### src/rtl/fs_serial_sub.sv
// fs_serial_sub: bit-serial full subtractor.
// It computes D = A - B - Bin over WIDTH bits, LSB first, one bit per clock.
// A single full-subtractor cell and a borrow flop do the arithmetic.
//
// Ports:
//   clk    rising-edge clock
//   rst_n  synchronous active-low reset
//   start  request pulse, accepted in IDLE or DONE
//   A, B   minuend / subtrahend, sampled on the accepting edge
//   Bin    borrow-in, sampled on the accepting edge
//   D      registered difference, held until the next completion
//   Bo     registered borrow-out, held with D
//   busy   operation in progress
//   done   one-cycle completion strobe
//
// state | meaning
// ------+-----------------------------------------------------------
// IDLE  | waiting for start; D/Bo hold the last result
// RUN   | one bit processed per edge, LSB first
// DONE  | D/Bo just updated; start here chains the next operation

module fs_serial_sub #(
    parameter int WIDTH = 4
) (
    input  logic             clk,
    input  logic             rst_n,
    input  logic             start,
    input  logic [WIDTH-1:0] A,
    input  logic [WIDTH-1:0] B,
    input  logic             Bin,
    output logic [WIDTH-1:0] D,
    output logic             Bo,
    output logic             busy,
    output logic             done
);

    localparam int CW = $clog2(WIDTH + 1);
    localparam logic [CW-1:0] LAST = CW'(WIDTH - 1);

    typedef enum logic [1:0] {
        IDLE = 2'd0,
        RUN  = 2'd1,
        DONE = 2'd2
    } state_t;

    state_t           state, state_nx;
    logic [WIDTH-1:0] sa, sa_nx;
    logic [WIDTH-1:0] sb, sb_nx;
    logic [WIDTH-1:0] r, r_nx;
    logic             br, br_nx;
    logic [CW-1:0]    cnt, cnt_nx;
    logic [WIDTH-1:0] d_nx;
    logic             bo_nx;

    // Full-subtractor cell on the current LSBs.
    logic cell_d;
    logic cell_br;
    assign cell_d  = sa[0] ^ sb[0] ^ br;
    assign cell_br = (~sa[0] & sb[0]) | (~(sa[0] ^ sb[0]) & br);

    always_comb begin
        state_nx = state;
        sa_nx    = sa;
        sb_nx    = sb;
        r_nx     = r;
        br_nx    = br;
        cnt_nx   = cnt;
        d_nx     = D;
        bo_nx    = Bo;

        case (state)
            IDLE, DONE: begin
                if (start) begin
                    sa_nx    = A;
                    sb_nx    = B;
                    br_nx    = Bin;
                    cnt_nx   = '0;
                    state_nx = RUN;
                end else begin
                    state_nx = IDLE;
                end
            end
            RUN: begin
                sa_nx  = sa >> 1;
                sb_nx  = sb >> 1;
                r_nx   = {cell_d, r[WIDTH-1:1]};
                br_nx  = cell_br;
                cnt_nx = cnt + CW'(1);
                // The last bit lands in R on the same edge it is published.
                // Taking the shifted value here means D never shows a partial result.
                if (cnt == LAST) begin
                    d_nx     = {cell_d, r[WIDTH-1:1]};
                    bo_nx    = cell_br;
                    state_nx = DONE;
                end
            end
            default: state_nx = IDLE;
        endcase
    end

    always_ff @(posedge clk) begin
        if (!rst_n) begin
            state <= IDLE;
            sa    <= '0;
            sb    <= '0;
            r     <= '0;
            br    <= 1'b0;
            cnt   <= '0;
            D     <= '0;
            Bo    <= 1'b0;
        end else begin
            state <= state_nx;
            sa    <= sa_nx;
            sb    <= sb_nx;
            r     <= r_nx;
            br    <= br_nx;
            cnt   <= cnt_nx;
            D     <= d_nx;
            Bo    <= bo_nx;
        end
    end

    assign busy = (state == RUN);
    assign done = (state == DONE);

endmodule

### config.mk
export PLATFORM = sky130hd
export DESIGN_NAME = fs_serial_sub
export DESIGN_NICKNAME = d
export VERILOG_FILES = /design/src/rtl/fs_serial_sub.sv
export SDC_FILE = /design/constraint.sdc
export NUM_CORES = 1
export LEC_CHECK = 0
export CAP_MARGIN = 20
export CORE_MARGIN = 2
export CORE_UTILIZATION = 52
export DETAILED_ROUTE_END_ITERATION = 8
export PLACE_DENSITY_LB_ADDON = 0.05
export REMOVE_ABC_BUFFERS = 1
export SLEW_MARGIN = 30
export SYNTH_ARGS = -nofsm -noshare
export SYNTH_HDL_FRONTEND = slang
export SYNTH_SLANG_ARGS = --single-unit
### constraint.sdc
create_clock -name clk -period 1.9 [get_ports clk]
set_input_delay 0.38 -clock clk [delete_from_list [all_inputs] [get_ports clk]]
set_output_delay 0.38 -clock clk [all_outputs]
set_load 0.01 [all_outputs]
==> flow_summary.yaml <==
run_status:
  status: "complete, no violations"
sta:
  slew_headroom_pct: 68.0
  fin_crit_sh_pct: 90.6
  period_needed_ns: 1.72
  tightest_slew_ns: 0.479
  setup_viol: 0
  fmax_ghz: 0.581
  rsz0062_at_grt: "no"
  skew_ns: 0.00194
  hold_violations: 0
  slew_violations: 0
  fin_tns_setup_ns: 0
global_route:
  antenna_found_initial: 0
  grt_usage_pct: 18.4
  overflow: 0
  grt_pass1_wl_um: 2770
  grt_max_degree: 24
  grt_pass1_vias: 657
routing:
  first_pass_iters: 4
  vias: 760
  drtIter0Drc: 24
  wl_per_cell_um: 11.3
  ant_nets: 0
  vias_per_cell: 5.28
  drt_wl_total_um: 1630
  drc: 0
synth:
  yosysSeqAreaShare_pct: 48.4
  synth.distinct_cells: 22
  synth-seq-cells: 22
  syn_area_per_cell_um2: 8.27
  yosys.area.top_type: "dfxtp_1"
  synth_area_um2: 910
  netlist.area_leader.share_pct: 48.4
  synthTopCellsByArea: "dfxtp_1 48%, nand2_1 10%, a21oi_1 7.7%, nand3_1 5.5%, a31oi_1 4.1%"
  postSynthCellCount: 110
  yosys_warnings: 0
placed_design:
  io_buffers: 18
  detailed_place_hpwl_um: 1160
  placed_area_mm2: 0.00108
  gp_congestion: 0.706
setup_path:
  cp.arrival_ns: 1.34
  reg2reg_depth: 5
  slowest_stage: "clkdlybuf4s50_1"
  critPathMaxFanout: 3
  end_kind: "output port"
  critPathMaxStageDelay_ns: 0.54
  r2r_end: "D[3]$_SDFFE_PN0P_"
  r2r-start: "cnt[0]$_SDFFE_PN0P_"
  path_cells: "nor2b_1 -> clkdlybuf4s50_1"
  crit_type: "reg2out"
  startpoint_type: "register"
  cp_data_required_time_ns: 1.52
  r2r_slack_ns: 0.55
clocking:
  clkTransAtPathRegs_ns: 0.12
  holdBufCountCts: 0
  cts_buffers: 3
  clockBufferDepth: 2
  cts_resized: 2
  insertion_delay_ns: 0.30
  root_buffer: "clkbuf_4"
  cts_tree: "yes"
  cts_sinks: 22
  cts_setup_buffers: 0
  cts.htree.levels: 1
floorplanning:
  num_rows: 15
  die_w_um: 45.8
  core_region_area_mm2: 0.00169
  dieArea_mm2: 0.00210
  start_util_pct: 53.9
  pin_count: 19
  die_h_um: 45.8
power:
  switchingPower_mw: 0.218
  seqPwrFrac_pct: 51.3
  sw_frac_of_total_pct: 22.4
  clkPwrFrac_pct: 36.2
  power-per-cell-area_mw_per_mm2: 856
  intPower_mw: 0.756
  leakagePower_nw: 0.412
  irDropWorstVdd_mv: 0.715
  power_frac_comb_pct: 12.5
layout:
  final_area_mm2: 0.00114
  nNetsFinal: 143
  num_antenna_cells: 0
  final_layout_size_suffix_gt1_share_pct: 7.09
  multi_input_area_um2: 409
  areaGrowthSynthToFinish_pct: 25.2
  n_fill_cell: 146
  register_area_um2: 440
min_path:
  hold_end: "D[1]$_SDFFE_PN0P_"
  hp-start: "D[1]$_SDFFE_PN0P_"
  holdPathStages: 2
  hp-class: "reg2reg"
flow_run:
  maxCapViolations: 0
==> final cells by class <==
class / instances / share of cell area, %
clock buffers: 3 / 1.98
clock inverters: 1 / 2.64
inverters: 5 / 1.87
multi-input cells: 76 / 35.9
flip-flops and latches: 22 / 38.7
well taps: 17 / 1.87
repair buffers: 20 / 17.0
==> synthesized netlist by cell type <==
cell,instances
a311oi_1,1
nand3_1,10
fa_1,1
inv_2,1
a31oi_1,6
buf_6,1
nor2b_1,2
inv_1,4
o21ai_0,6
buf_4,1
nand2b_2,2
buf_2,3
nand2b_1,2
ha_1,2
clkbuf_1,2
o21a_1,1
nor2_1,2
nand3b_1,1
a21oi_1,14
a2bb2oi_1,1
dfxtp_1,22
nand2_1,25
==> worst max-delay path by stage <==
stage,from,end,slack (ns)
CTS,state[1]$_SDFFE_PN0P_,done,0.16
floorplan,state[1]$_SDFFE_PN0P_,Bo$_SDFFE_PN0P_,0.68
global route,state[1]$_SDFFE_PN0P_,done,0.1
global placement,state[1]$_SDFFE_PN0P_,busy,0.32
detailed placement,state[1]$_SDFFE_PN0P_,busy,0.29
finish,state[1]$_SDFFE_PN0P_,done,0.18
==> power groups by stage <==
stage | registers, mW | logic [mW] | clock network [mW]
4_1_cts | 0.500 | 0.124 | 0.361
5_1_grt | 0.502 | 0.138 | 0.378
2_1_floorplan | 0.506 | 0.0717 | 0
3_5_place_dp | 0.510 | 0.123 | 0
3_3_place_gp | 0.509 | 0.120 | 0
6_report | 0.499 | 0.122 | 0.353
==> critical path: cells and delay by family, from the launching register on <==
family / cells / cell delay [ns]
buf+inv: 1 / 0.54
simple gates: 1 / 0.14
flops: 1 / 0.37
==> layer usage <==
layer  track usage (%)  routed length, µm
met3              3.57                 48
met2              28.7                729
met1              23.7                833
met4              10.3                 21
met5                 0                  0
==> kinds of logic after synthesis <==
family                   Yosys count  synth area share [%]
AND/OR/NAND/NOR                   44                  22.1
buffers and inverters             12                  6.60
flip-flops                        22                  48.4
adder cells (fa/ha/maj)            3                  4.95
AO/OA/AOI/OAI                     29                  17.9
==> registers in the layout (all words and copies together) (netlist names) <==
register / flops
state: 2
cnt: 3
Bo: 1
sa: 4
D: 4
r: 3
sb: 4
br: 1
==> placed cells by master (no fill, tap or decap), drive strengths merged <==
cell type      instances
nand2                 25
dfxtp                 22
clkdlybuf4s50         17
a21oi                 14
nand3                 10
o21ai                  6
a31oi                  6
inv                    5
nand2b                 4
clkbuf                 3
nor2b                  2
nor2                   2
ha                     2
buf                    2
a2bb2oi                1
nand3b                 1
o21a                   1
a311oi                 1
fa                     1
bufinv                 1
dlygate4sd2            1
==> through the flow <==
stage / power (mW) / utilization, % / instances / setup slack (ns) / hold slack [ns]
finish: 0.974 / 67.4 / 144 / 0.178 / 0.460
global route: 1.02 / 67.4 / 144 / 0.0961 / 0.479
CTS: 0.985 / 67.4 / 144 / 0.162 / 0.463
detailed placement: 0.633 / 64.2 / 140 / 0.292 / 0.445
global placement: 0.629 / 64.2 / 140 / 0.323 / 0.443
floorplan: 0.578 / - / 103 / 0.678 / 0.437
Power figures use the tool's default switching activity.
